<file path="src/rtl/loader_pkg.sv">
// rtl/loader_pkg.sv - shared states, lane helpers and idle-bus constants for rom_sdram_loader
package loader_pkg;

   function automatic int bpw_of(input int data_w);
      return data_w / 8;
   endfunction

   function automatic int lane_w_of(input int bpw);
      return (bpw > 1) ? $clog2(bpw) : 1;
   endfunction

   typedef enum logic [2:0] {
      S_INIT_WAIT,
      S_STABILIZE,
      S_FETCH,
      S_WRITE,
`ifdef ROM_SDRAM_LOADER_VERIFY_EN
      S_VERIFY,
      S_VERIFY_WAIT,
`endif
      S_DONE,
      S_ERROR
   } state_e;

   localparam logic IDLE_CS   = 1'b0;
   localparam logic IDLE_WR_N = 1'b1;
   localparam logic IDLE_RD_N = 1'b1;

endpackage

</file>
<file path="src/rtl/rom_sdram_loader_if.sv">
// rtl/rom_sdram_loader_if.sv - Avalon-style SDRAM controller slave bus
interface rom_sdram_loader_if #(
   parameter int ADDR_W = 22,
   parameter int DATA_W = 16
);
   logic [ADDR_W-1:0]   az_addr;
   logic [DATA_W/8-1:0] az_be_n;
   logic                az_cs;
   logic [DATA_W-1:0]   az_data;
   logic                az_rd_n;
   logic                az_wr_n;
   logic [DATA_W-1:0]   za_data;
   logic                za_valid;
   logic                za_waitrequest;

   modport master (
      output az_addr, az_be_n, az_cs, az_data, az_rd_n, az_wr_n,
      input  za_data, za_valid, za_waitrequest
   );

   modport slave (
      input  az_addr, az_be_n, az_cs, az_data, az_rd_n, az_wr_n,
      output za_data, za_valid, za_waitrequest
   );
endinterface

</file>
<file path="src/rtl/loader_byte_packer.sv">
// rtl/loader_byte_packer.sv - little-endian byte-to-word packer with active-low lane enables
module loader_byte_packer
   import loader_pkg::*;
#(
   parameter int DATA_W = 16
) (
   input  logic                clk,
   input  logic                reset_n,
   input  logic                load_i,
   input  logic                clear_i,
   input  logic [7:0]          byte_i,
   output logic [DATA_W-1:0]   data_o,
   output logic [DATA_W/8-1:0] be_n_o,
   output logic                last_lane_o,
   output logic                empty_o
);
   localparam int BPW = bpw_of(DATA_W);
   localparam int LW  = lane_w_of(BPW);

   logic [LW-1:0]     lane_q, lane_d;
   logic [DATA_W-1:0] data_q, data_d;
   logic [BPW-1:0]    be_n_q, be_n_d;

   assign last_lane_o = (lane_q == LW'(BPW - 1));
   assign empty_o     = &be_n_q;
   assign data_o      = data_q;
   assign be_n_o      = be_n_q;

   // be_n tracks filled lanes separately because lane wraps to 0 on a full word
   always_comb begin
      lane_d = lane_q;
      data_d = data_q;
      be_n_d = be_n_q;
      if (clear_i) begin
         lane_d = '0;
         data_d = '0;
         be_n_d = '1;
      end else if (load_i) begin
         data_d[lane_q*8 +: 8] = byte_i;
         be_n_d[lane_q]        = 1'b0;
         lane_d                = last_lane_o ? '0 : lane_q + 1'b1;
      end
   end

   always_ff @(posedge clk) begin
      if (!reset_n) begin
         lane_q <= '0;
         data_q <= '0;
         be_n_q <= '1;
      end else begin
         lane_q <= lane_d;
         data_q <= data_d;
         be_n_q <= be_n_d;
      end
   end
endmodule

</file>
<file path="src/rtl/rom_sdram_loader.sv">
// rtl/rom_sdram_loader.sv - boot copy of program ROM into SDRAM; ROM_SDRAM_LOADER_VERIFY_EN adds read-back check
module rom_sdram_loader
   import loader_pkg::*;
#(
   parameter int ROM_ADDR_WIDTH   = 32,
   parameter int SDRAM_ADDR_WIDTH = 22,
   parameter int SDRAM_DATA_WIDTH = 16,
   parameter int BASE_ADDR        = 0,
   parameter int LOAD_BYTES       = 4096,
   parameter int STABLE_CYCLES    = 20
) (
   input  logic                        clk,
   input  logic                        reset_n,
   input  logic                        init_done,
   output logic [ROM_ADDR_WIDTH-1:0]   rom_address,
   input  logic [7:0]                  rom_byte,
   input  logic                        rom_done,
   rom_sdram_loader_if.master          sdram,
   output logic                        done,
   output logic                        error,
   output logic [SDRAM_ADDR_WIDTH-1:0] words_written
);
   localparam int BPW = bpw_of(SDRAM_DATA_WIDTH);
   localparam int CW  = (STABLE_CYCLES > 1) ? $clog2(STABLE_CYCLES) : 1;
   localparam logic [CW-1:0]               STAB_LAST = CW'(STABLE_CYCLES - 1);
   localparam logic [ROM_ADDR_WIDTH-1:0]   LIMIT     = ROM_ADDR_WIDTH'(LOAD_BYTES);
   localparam logic [SDRAM_ADDR_WIDTH-1:0] BASE      = SDRAM_ADDR_WIDTH'(BASE_ADDR);

   state_e                      state_q, state_d;
   logic [CW-1:0]               stab_q, stab_d;
   logic [ROM_ADDR_WIDTH-1:0]   rom_addr_q, rom_addr_d;
   logic [SDRAM_ADDR_WIDTH-1:0] ww_q, ww_d;

   logic                        pk_load, pk_clear, pk_last, pk_empty;
   logic [SDRAM_DATA_WIDTH-1:0] pk_data;
   logic [BPW-1:0]              pk_be_n;

   logic                        cs, wr_n, rd_n;
   logic [BPW-1:0]              be_n;
   logic [SDRAM_DATA_WIDTH-1:0] wdata;
   logic [SDRAM_ADDR_WIDTH-1:0] addr;
   logic                        term;

   loader_byte_packer #(.DATA_W(SDRAM_DATA_WIDTH)) u_packer (
      .clk         (clk),
      .reset_n     (reset_n),
      .load_i      (pk_load),
      .clear_i     (pk_clear),
      .byte_i      (rom_byte),
      .data_o      (pk_data),
      .be_n_o      (pk_be_n),
      .last_lane_o (pk_last),
      .empty_o     (pk_empty)
   );

   assign term = rom_done || (rom_addr_q == LIMIT);

`ifdef ROM_SDRAM_LOADER_VERIFY_EN
   logic [SDRAM_DATA_WIDTH-1:0] lane_mask;
   logic                        mismatch;

   always_comb begin
      lane_mask = '0;
      for (int i = 0; i < BPW; i++) begin
         lane_mask[i*8 +: 8] = {8{~pk_be_n[i]}};
      end
   end
   assign mismatch = ((sdram.za_data ^ pk_data) & lane_mask) != '0;
`else
   logic unused_verify_inputs;
   assign unused_verify_inputs = ^{sdram.za_data, sdram.za_valid};
`endif

   always_comb begin
      state_d    = state_q;
      stab_d     = stab_q;
      rom_addr_d = rom_addr_q;
      ww_d       = ww_q;
      pk_load    = 1'b0;
      pk_clear   = 1'b0;
      cs         = IDLE_CS;
      wr_n       = IDLE_WR_N;
      rd_n       = IDLE_RD_N;
      be_n       = '1;
      wdata      = '0;
      addr       = '0;
      case (state_q)
         S_INIT_WAIT: begin
            if (init_done) begin
               state_d = S_STABILIZE;
               stab_d  = '0;
            end
         end
         S_STABILIZE: begin
            if (init_done) begin
               if (stab_q == STAB_LAST) state_d = S_FETCH;
               else                     stab_d  = stab_q + 1'b1;
            end
         end
         S_FETCH: begin
            if (term) begin
               state_d = pk_empty ? S_DONE : S_WRITE;
            end else begin
               pk_load    = 1'b1;
               rom_addr_d = rom_addr_q + 1'b1;
               if (pk_last) state_d = S_WRITE;
            end
         end
         S_WRITE: begin
            cs    = 1'b1;
            wr_n  = 1'b0;
            addr  = BASE + ww_q;
            wdata = pk_data;
            be_n  = pk_be_n;
            if (!sdram.za_waitrequest) begin
               ww_d = ww_q + 1'b1;
`ifdef ROM_SDRAM_LOADER_VERIFY_EN
               state_d = S_VERIFY;
`else
               pk_clear = 1'b1;
               state_d  = S_FETCH;
`endif
            end
         end
`ifdef ROM_SDRAM_LOADER_VERIFY_EN
         // packer keeps the written word until the read-back has been compared
         S_VERIFY: begin
            cs   = 1'b1;
            rd_n = 1'b0;
            addr = BASE + ww_q - 1'b1;
            be_n = pk_be_n;
            if (!sdram.za_waitrequest) state_d = S_VERIFY_WAIT;
         end
         S_VERIFY_WAIT: begin
            if (sdram.za_valid) begin
               pk_clear = 1'b1;
               if (mismatch)  state_d = S_ERROR;
               else if (term) state_d = S_DONE;
               else           state_d = S_FETCH;
            end
         end
`endif
         S_DONE:  ;
         S_ERROR: ;
         default: state_d = S_INIT_WAIT;
      endcase
   end

   always_ff @(posedge clk) begin
      if (!reset_n) begin
         state_q    <= S_INIT_WAIT;
         stab_q     <= '0;
         rom_addr_q <= '0;
         ww_q       <= '0;
      end else begin
         state_q    <= state_d;
         stab_q     <= stab_d;
         rom_addr_q <= rom_addr_d;
         ww_q       <= ww_d;
      end
   end

   assign sdram.az_cs   = cs;
   assign sdram.az_wr_n = wr_n;
   assign sdram.az_rd_n = rd_n;
   assign sdram.az_be_n = be_n;
   assign sdram.az_data = wdata;
   assign sdram.az_addr = addr;
   assign rom_address   = rom_addr_q;
   assign words_written = ww_q;
   assign done          = (state_q == S_DONE);
`ifdef ROM_SDRAM_LOADER_VERIFY_EN
   assign error = (state_q == S_ERROR);
`else
   assign error = 1'b0;
`endif
endmodule

</file>
<file path="src/flat_wrapper.sv">
// flat-port wrapper written by rule: the top's interface ports become plain ports
module rom_sdram_loader_flat import loader_pkg::*;
#(
   parameter int ROM_ADDR_WIDTH   = 32,
   parameter int SDRAM_ADDR_WIDTH = 22,
   parameter int SDRAM_DATA_WIDTH = 16,
   parameter int BASE_ADDR        = 0,
   parameter int LOAD_BYTES       = 4096,
   parameter int STABLE_CYCLES    = 20
)
  (clk, reset_n, init_done, rom_address, rom_byte, rom_done, done, error, words_written, sdram_az_addr, sdram_az_be_n, sdram_az_cs, sdram_az_data, sdram_az_rd_n, sdram_az_wr_n, sdram_za_data, sdram_za_valid, sdram_za_waitrequest);
  rom_sdram_loader_if #(.ADDR_W(22), .DATA_W(16)) sdram_i ();
  input  logic clk;
  input  logic reset_n;
  input  logic init_done;
  output logic [ROM_ADDR_WIDTH-1:0] rom_address;
  input  logic [7:0] rom_byte;
  input  logic rom_done;
  output logic done;
  output logic error;
  output logic [SDRAM_ADDR_WIDTH-1:0] words_written;
  output wire logic [$bits(sdram_i.az_addr)-1:0] sdram_az_addr;
  output wire logic [$bits(sdram_i.az_be_n)-1:0] sdram_az_be_n;
  output wire logic [$bits(sdram_i.az_cs)-1:0] sdram_az_cs;
  output wire logic [$bits(sdram_i.az_data)-1:0] sdram_az_data;
  output wire logic [$bits(sdram_i.az_rd_n)-1:0] sdram_az_rd_n;
  output wire logic [$bits(sdram_i.az_wr_n)-1:0] sdram_az_wr_n;
  input wire logic [$bits(sdram_i.za_data)-1:0] sdram_za_data;
  input wire logic [$bits(sdram_i.za_valid)-1:0] sdram_za_valid;
  input wire logic [$bits(sdram_i.za_waitrequest)-1:0] sdram_za_waitrequest;
  assign sdram_az_addr = sdram_i.az_addr;
  assign sdram_az_be_n = sdram_i.az_be_n;
  assign sdram_az_cs = sdram_i.az_cs;
  assign sdram_az_data = sdram_i.az_data;
  assign sdram_az_rd_n = sdram_i.az_rd_n;
  assign sdram_az_wr_n = sdram_i.az_wr_n;
  assign sdram_i.za_data = sdram_za_data;
  assign sdram_i.za_valid = sdram_za_valid;
  assign sdram_i.za_waitrequest = sdram_za_waitrequest;
  rom_sdram_loader #(.ROM_ADDR_WIDTH(ROM_ADDR_WIDTH), .SDRAM_ADDR_WIDTH(SDRAM_ADDR_WIDTH), .SDRAM_DATA_WIDTH(SDRAM_DATA_WIDTH), .BASE_ADDR(BASE_ADDR), .LOAD_BYTES(LOAD_BYTES), .STABLE_CYCLES(STABLE_CYCLES)) u_core (.clk(clk), .reset_n(reset_n), .init_done(init_done), .rom_address(rom_address), .rom_byte(rom_byte), .rom_done(rom_done), .sdram(sdram_i), .done(done), .error(error), .words_written(words_written));
endmodule
</file>
<file path="config.mk">
export PLATFORM = sky130hd
export DESIGN_NAME = rom_sdram_loader_flat
export DESIGN_NICKNAME = d
export VERILOG_FILES = /design/src/rtl/loader_pkg.sv /design/src/rtl/rom_sdram_loader_if.sv /design/src/rtl/loader_byte_packer.sv /design/src/rtl/rom_sdram_loader.sv /design/src/flat_wrapper.sv
export SDC_FILE = /design/constraint.sdc
export NUM_CORES = 1
export LEC_CHECK = 0
export CORE_MARGIN = 2
export CORE_UTILIZATION = 55
export CTS_BUF_LIST = sky130_fd_sc_hd__clkbuf_8
export DETAILED_ROUTE_END_ITERATION = 10
export DONT_BUFFER_PORTS = 1
export GPL_TIMING_DRIVEN = 0
export PLACE_DENSITY = 0.8
export SLEW_MARGIN = 30
export SYNTH_ARGS = -nofsm -noshare
export SYNTH_HDL_FRONTEND = slang
export SYNTH_SLANG_ARGS = --single-unit
</file>
<file path="constraint.sdc">
create_clock -name clk -period 5.95 [get_ports clk]
set_clock_uncertainty 0.2 [all_clocks]
set_input_delay 1.19 -clock clk [delete_from_list [all_inputs] [get_ports clk]]
set_output_delay 1.19 -clock clk [all_outputs]
set_load 0.03 [all_outputs]
</file>
# Word level (Yosys, flattened, before mapping)
# Cells that the tools add are included.
# word_totals
ff_bits	81
n_memories	0
latchBits	0
ram_bits	0
in_bits	30
out_inout_bits	99
wordCells	71
mem_bits_ro	0
# classes
bitwise_logic	6
eq_ne	13
n_mul	0
shifts	2
muxes	25
n_lt_le_gt_ge	2
n_div	0
addsub	5
reduce_logical	11
# op_table
op	count
4-bit negation with 34-bit output	1
8-bit by 34-bit variable shift with 16-bit output, first input constant	1
8-bit by 34-bit indexed part select with 16-bit output	1
32-bit by 1-bit adder with 32-bit output, second input constant	1
32-bit by 13-bit equality test with 1-bit output, second input constant	1
22-bit by 1-bit adder with 22-bit output, second input constant	1
22-bit two-way mux	1
3-bit two-way mux	7
16-bit bitwise mux	1
16-bit two-way mux	1
5-bit two-way mux	3
3-bit case mux with 5 select lines	1
5-bit case mux with 2 select lines	1
1-bit two-way mux	8
2-bit != test, second input constant	4
3-bit by 2-bit equality test with 1-bit output, second input constant	2
3-bit equality test, second input constant	2
2-bit AND reduction	3
6-bit AND reduction	1
5-bit by 1-bit adder with 5-bit output, second input constant	1
5-bit equality test, second input constant	1
1-bit NOT	4
4-bit AND reduction	1
2-bit OR reduction	2
14 further kinds	14

# Logic depth before layout (Yosys ltp)
# Gate-level depths: netlist (run 1).
# logic_depth
ltp_word	6
depth_mapped	8
depth_no_buf	7

# Cells and area by module
# A second synthesis (run 1) with hierarchy kept.
# hier_totals
cells_unflattened	499
area_unflattened_um2	4222.8
# modules_own_cells
module	cells_each	n_inst	area_per_inst_um2	seq_area_each_um2
rom_sdram_loader	417	1	3509.6	1241.2
loader_byte_packer	82	1	713.2	380.4

# Least setup slack after synthesis (run 1)
# Ideal clock, no wire load.
# synth_timing
kind	register to output
from	register u_core.state_q[0]
to	output sdram_az_addr[12]
path_buffers	2
t_required_ns	4.560
t_arrival_ns	1.684
setup_slack_ns	2.876
path_stages_with_launch	5
cell_sequence	dfxtp_1 clkbuf_1 and3b_1 clkbuf_1 and2_1
# synth_via
elab_chain_len	2
# synth_lines
item	line	source
start: declaration	rom_sdram_loader.sv:29	state_e state_q, state_d;
start signal: assignment	rom_sdram_loader.sv:156	state_q <= state_d;
3-bit by 2-bit equality test with 1-bit output	rom_sdram_loader.sv:87	case (state_q)
22-bit two-way mux	rom_sdram_loader.sv:87	
end: declaration	flat_wrapper.sv:22	output wire logic [$bits(sdram_i.az_addr)-1:0] sdram_az_addr;
# No other way between the ends.

# Worst setup path after layout (run 1)
# layout_timing
from	register u_core.state_q[0]
to	output sdram_az_addr[16]
# The elaborated chain is that of the path after synthesis.

==> results.txt, run 1 <==
Share of cells above drive strength 1 = 0.0520
Synth top area cells = dfxtp_1 40%, mux2i_1 7.4%, and2_1 6.1%, nor2_1 5.2%, xor2_1 3.9%
H-tree Lvls = 3
Xor/xnor share of the synthesized area = 0.0579
Final Hold Viols = 0
Clock Sinks = 81
Dominant cell type by area after synthesis = dfxtp_1
Worst-Skew Late Latency = 0.35 ns
Top-count cell post-synth = dfxtp_1
Detailed Routing Iterations Pass 1 = 5
Root buffer cell = clkbuf_8
Gr ovfl total = 0
Max layer used = met4
Post-synthesis register bit count = 81
Dpl hpwl = 7260 um
Met1 WL = 4240 um
Clk buf depth = 2
Hold Slack = 0.280 ns
EDFF count, synth = 0
Largest family of logic cells by synthesized area = simple AND/OR/NAND/NOR gates
Vias = 3,579
CTS Hold Bufs = 0
Worst setup path class = flop to primary output
Worst R2R Setup Slack = 2.97 ns
Area of the multi-input gates = 2320 um2
Die area = 8130 um2
Initial antenna violation count = 0
Worst Hold Class = flop to flop
GRT Total Usage = 0.248
R2R Path End = u_core.rom_address[23]
Synth cell types = 47
Relative slew slack = 0.516
Die outline height = 90.2 um
Setup TNS = 0 ns
Die width = 90.2 um
Detail Route Antenna Nets = 0
Adder-Cell Fraction of Synth Area = 0.0123
Reg-to-Reg Start = u_core.rom_address[12]
Power density over cell area = 241 nW/um2
Hold_sp = u_core.u_packer.last_lane_o
Max rail drop VDD = 0.000151 V
Setup violations, final = 0
Fin. max-slew vios = 0
Syn Std Cell Area = 4080 um2
Syn-to-layout area delta = 8.36%
Post-route minimum period = 3.76 ns
End of the worst hold path = u_core.u_packer.last_lane_o
Post-CTS resize count = 0
CTS tree = yes
FF/Latch Area = 1620 um2
Post-synthesis simple-gate area fraction = 0.335
Critical path required time = 4.56 ns
ANT cells = 0
Hold path depth = 2
Pin count of the biggest net entering global routing = 14
Unrepaired setup endpoints after global routing = false
DRC violations left = 0
Mux share of post-synthesis cell area = 0.0735
Post-synth top cells = 81 x dfxtp_1, 57 x nor2_1, 40 x and2_1, 32 x nand2_1, 30 x mux2i_1
Postcts setup bufs = 0
WL final = 10,100 um
CTS buffer count = 9
Initial Utilization = 0.566
Seq/Total Area, Yosys = 0.397
NumNets Final = 529
Fmax = 0.266 GHz
Leak = 1.66 nW
GPL Wtd Cong = 0.891
Ys flop type = dfxtp_1
Synth async-reset ratio = 0
IO Port Bufs = 0
Top cell type's share of synthesized area = 0.397
Worst-path clk slew = 0.08 ns
Synthesized Nets = 518
Site Rows = 31
Worst-Margin Slew = 0.721 ns
Total number of yosys warnings = 0
Initial DRC count = 137
CP endpoint kind = primary output
CP max FO = 10
Filler cells = 655
Compound-gate portion of the synthesized area = 0.0858
WL met2 = 4980 um
Via density = 5.97
Maxcap violations = 0
I/O pins = 129
Status = completed
Final period utilization = 0.633
Startpoint class of the critical path = flop
Cells after Synth = 484
First-pass GRT wire length = 16,600 um
Syn Area/Cell = 8.44 um2
WL/cell = 16.9 um
Vias in the first global route = 3,396
Worst r2r path cells = 6
Arrival @ worst endpoint = 2.37 ns
Routed wl met3 = 748 um
Core area = 7210 um2
layer usage:
| layer | vias to the layer above | GRT usage |
|---|---|---|
| met3 | 14 | 0.0729 |
| met2 | 137 | 0.422 |
| met4 | 0 | 0.0949 |
| met5 | - | 0 |
| met1 | 1712 | 0.296 |
| li1 | 1716 | - |
critical path, cell delays in order (launching register included):
cell and delay (ns):
dfxtp_1 0.41, clkbuf_1 0.36, and3b_1 0.33, clkbuf_1 0.51, and2_1 0.41
worst max path at each step:
stage                      startpoint                end  slack [ns]  cells past startpoint
floorplan           u_core.state_q[0]  sdram_az_addr[12]        2.88                      4
global placement    u_core.state_q[0]  sdram_az_addr[20]        2.65                      4
detailed placement  u_core.state_q[0]  sdram_az_addr[16]        2.56                      4
CTS                 u_core.state_q[0]  sdram_az_addr[16]        2.18                      4
global route        u_core.state_q[0]  sdram_az_addr[16]        2.00                      4
finish              u_core.state_q[0]  sdram_az_addr[16]        2.19                      4
flip-flops by register name (all words and copies together), names as in the netlist:
name                         cells
u_core.rom_address              32
u_core.stab_q                    5
u_core.state_q                   3
u_core.u_packer.be_n_o           2
u_core.u_packer.data_o          16
u_core.u_packer.last_lane_o      1
u_core.words_written            22
logic make-up (layout without fill, tap and decap cells):
| family | Yosys count | in the layout |
|---|---|---|
| muxes | 30 | 30 |
| DFF | 81 | 81 |
| other | 2 | 2 |
| buffers and inverters | 37 | 53 |
| xor gates and xnor gates | 27 | 27 |
| and+or+nand+nor | 247 | 247 |
| AOI/OAI and AO/OA | 56 | 56 |
| adders and majority gates | 4 | 4 |
report_power, final:
part / leakage, nW / switching (mW) / internal [mW] / total, mW
clock network: 0.108 / 0.201 / 0.233 / 0.434
registers: 0.653 / 0.00942 / 0.549 / 0.559
logic: 0.894 / 0.0509 / 0.0253 / 0.0762
per-stage QoR:
stage	worst slack, ns	power (mW)	instance area (um2)	std cells	util
final	2.19	1.07	4430	599	0.613
after global routing	2.00	1.10	4430	599	0.613
after CTS	2.18	1.07	4420	599	0.613
after detailed placement	2.56	0.647	4210	583	0.583
after global placement	2.65	0.644	4210	583	0.583
after floorplan	2.88	0.629	4080	484	-
area by class of cell:
cell class | instances | area share
buffer | 28 | 0.0266
sequential | 81 | 0.366
clock buffer | 9 | 0.0280
tap | 99 | 0.0280
multi-input combinational | 366 | 0.524
inverter | 9 | 0.00763
clock inverter | 7 | 0.0198
cells in the final DEF, fill, tap and decap left out, types with 5 or more instances in the layout:
master / synthesis / layout
nand2b_1: 20 / 20
and4_1: 5 / 5
xnor2_1: 9 / 9
nor4_1: 16 / 15
clkbuf_1: 22 / 22
or4_1: 7 / 7
inv_1: 9 / 11
nand4_1: 21 / 21
xor2_1: 18 / 18
nand3_1: 17 / 17
nor2_1: 57 / 57
or3_1: 7 / 7
dfxtp_1: 81 / 81
o31ai_1: 8 / 8
o21ai_0: 10 / 10
mux2i_1: 30 / 30
nand2_1: 32 / 32
and2_1: 40 / 40
o211ai_1: 5 / 5
nor3_1: 5 / 5
clkbuf_8: 0 / 9
a21oi_1: 17 / 17
Note: power is estimated with default switching activity, not from simulation.
==> inputs of run 2 (changes only) <==
==> constraint.sdc (replaced) <==
create_clock -name clk -period 3.79 [get_ports clk]
set_clock_uncertainty 0.2 [all_clocks]
set_input_delay 0.758 -clock clk [delete_from_list [all_inputs] [get_ports clk]]
set_output_delay 0.758 -clock clk [all_outputs]
set_load 0.03 [all_outputs]
==> results of run 2 <==
Same layout as run 1 (identical final DEF). Status: completed.
Among the figures that moved: setup slack after placement 2.56 ns -> 0.834 ns; setup slack after layout 2.19 ns -> 0.458 ns; register-to-register setup slack 2.97 ns -> 0.81 ns; total power 1.07 mW -> 1.68 mW; worst IR drop on VDD 0.000151 V -> 0.000238 V
==> inputs of run 3 (changes only) <==
--- a/config.mk
+++ b/config.mk
@@ -5,7 +5,6 @@
 export SDC_FILE = /design/constraint.sdc
 export NUM_CORES = 1
 export LEC_CHECK = 0
-export CORE_MARGIN = 2
 export CORE_UTILIZATION = 55
 export CTS_BUF_LIST = sky130_fd_sc_hd__clkbuf_8
 export DETAILED_ROUTE_END_ITERATION = 10
==> run 3 against run 2 <==
Final area is 0.54% higher. Register-to-register slack got worse by 0.07 ns. Wire length decreased by 0.67%. Worst hold slack barely moved. Critical path type unchanged. Total power is 4.0% higher.
==> results.txt, run 3 (same netlist as run 1, synthesis figures left out) <==
Detailed Routing Iterations Pass 1 = 4 (-1)
DRC violations left = 0 (unchanged)
Worst Slack Setup Final = 0.508 ns
Filler cells = 686 (+4.7%)
Worst setup path class = flop to primary output
Final period utilization = 0.866
Worst-path clk slew = 0.08 ns (about the same)
I/O pins = 129 (unchanged)
Slowest CP cell = clkbuf_1
Commonest cells after routing, fill and taps aside = 81 x dfxtp_1, 57 x nor2_1, 40 x and2_1
CTS buffer count = 9 (unchanged)
Syn-to-layout area delta = 8.95%
IO Port Bufs = 0 (unchanged)
First-pass GRT wire length = 15,700 um (-5.4%)
Maxcap violations = 0 (unchanged)
CP endpoint kind = primary output
Post-CTS resize count = 0 (unchanged)
Crit-path cells = clkbuf_1 > and3b_1 > clkbuf_1 > and2_1
Total Power = 1.75 mW
Final Hold Viols = 0 (unchanged)
Setup TNS = 0 ns (unchanged)
WL/cell = 16.8 um (-0.67%)
Arrival @ worst endpoint = 2.32 ns (-0.05 ns)
Site Rows = 31 (unchanged)
Setup violations, final = 0 (unchanged)
Status = completed
Vias in the first global route = 3,451 (+1.6%)
ANT cells = 0 (unchanged)
Initial Utilization = 0.566 (unchanged)
Dpl hpwl = 7160 um (-1.3%)
CTS tree = yes
Via density = 5.98 (about the same)
Leak = 1.67 nW (+1.1%)
GRT Total Usage = 0.259 (+0.0111)
Leading cell type in the layout, fill and taps excluded = dfxtp_1
Die area = 7770 um2 (-4.4%)
Worst r2r path cells = 7 (+1)
CP max FO = 10 (unchanged)
Worst Hold Class = flop to flop
Core area = 7210 um2 (unchanged)
Max rail drop VDD = 0.000251 V
Relative slew slack = 0.497 (-0.0189)
Gr ovfl total = 0 (unchanged)
NumNets Final = 529 (unchanged)
H-tree Lvls = 3 (unchanged)
Power density over cell area = 392 nW/um2
Initial DRC count = 147 (+7.3%)
Startpoint class of the critical path = flop
Postcts setup bufs = 0 (unchanged)
Post-route minimum period = 3.28 ns
CTS Hold Bufs = 0 (unchanged)
Vias = 3,580 (+0.028%)
WL final = 10,000 um (-0.67%)
Clock Sinks = 81 (unchanged)
Fin. max-slew vios = 0 (unchanged)
Largest stage delay, worst path = 0.50 ns (about the same)
Clk buf depth = 2 (unchanged)
Worst-Skew Late Latency = 0.35 ns (about the same)
Worst-Margin Slew = 0.749 ns (+0.0281 ns)
Unrepaired setup endpoints after global routing = false
Die width = 88.2 um (-2.2%)
Most common cell on crit path = clkbuf_1
Hold path depth = 2 (unchanged)
Share of cells above drive strength 1 = 0.0520 (unchanged)
Initial antenna violation count = 0 (unchanged)
GPL Wtd Cong = 0.855 (-4.0%)
Pre-CTS WS = 0.761 ns
Root buffer cell = clkbuf_8
Critical path required time = 2.83 ns
Pin count of the biggest net entering global routing = 14 (unchanged)
Die outline height = 88.2 um (-2.2%)
Fmax = 0.305 GHz
Max reg flops = 32 (unchanged)
Detail Route Antenna Nets = 0 (unchanged)
[run 3: changes by cell type in the layout (fill, tap and decap cells not counted)]
cell and change:
clkinvlp_4 -2, clkinv_4 +1, bufinv_16 +1
[run 3: stage by stage]
stage / hold slack (ns) / std cells / instance area (um2) / utilization
after global placement: 0.258 / 583 / 4210 / 0.583
after global routing: 0.314 / 599 / 4450 / 0.617
after CTS: 0.279 / 599 / 4440 / 0.616
after floorplan: 0.250 / 484 / 4080 / -
after detailed placement: 0.267 / 583 / 4210 / 0.583
final: 0.279 / 599 / 4450 / 0.617
[run 3: layer usage]
metal  global-route usage  share of wire
met3               0.0735          0.076
met4                0.103          0.012
met2                0.459           0.50
met1                0.292           0.41
met5                    0              0
[run 3: layout make-up]
class / instances / area [um2] / area share
buffer: 28 / 118 / 0.0264
clock buffer: 9 / 124 / 0.0278
clock inverter: 7 / 111 / 0.0250
inverter: 9 / 33.8 / 0.00759
multi-input combinational: 366 / 2320 / 0.521
sequential: 81 / 1620 / 0.364
tap: 99 / 124 / 0.0278
[run 3: worst paths after layout]
kind / to / startpoint / slack [ns]
min reg2reg: u_core.u_packer.last_lane_o / u_core.u_packer.last_lane_o / 0.28
min: u_core.u_packer.last_lane_o / u_core.u_packer.last_lane_o / 0.28
max reg2reg: u_core.rom_address[23] / u_core.rom_address[2] / 0.74
max: sdram_az_addr[19] / u_core.state_q[0] / 0.51
[run 3: power by group]
group          internal (mW)  switching [mW]  total, mW
logic                 0.0397          0.0805      0.120
clock network          0.433           0.315      0.748
registers              0.862          0.0150      0.877
total                   1.34           0.410       1.75
[run 3: worst max-delay path: cells and delay by family (launching register included)]
family	cells	cell delay, ns
buffers and inverters	2	0.84
DFF	1	0.41
and+or+nand+nor	2	0.73
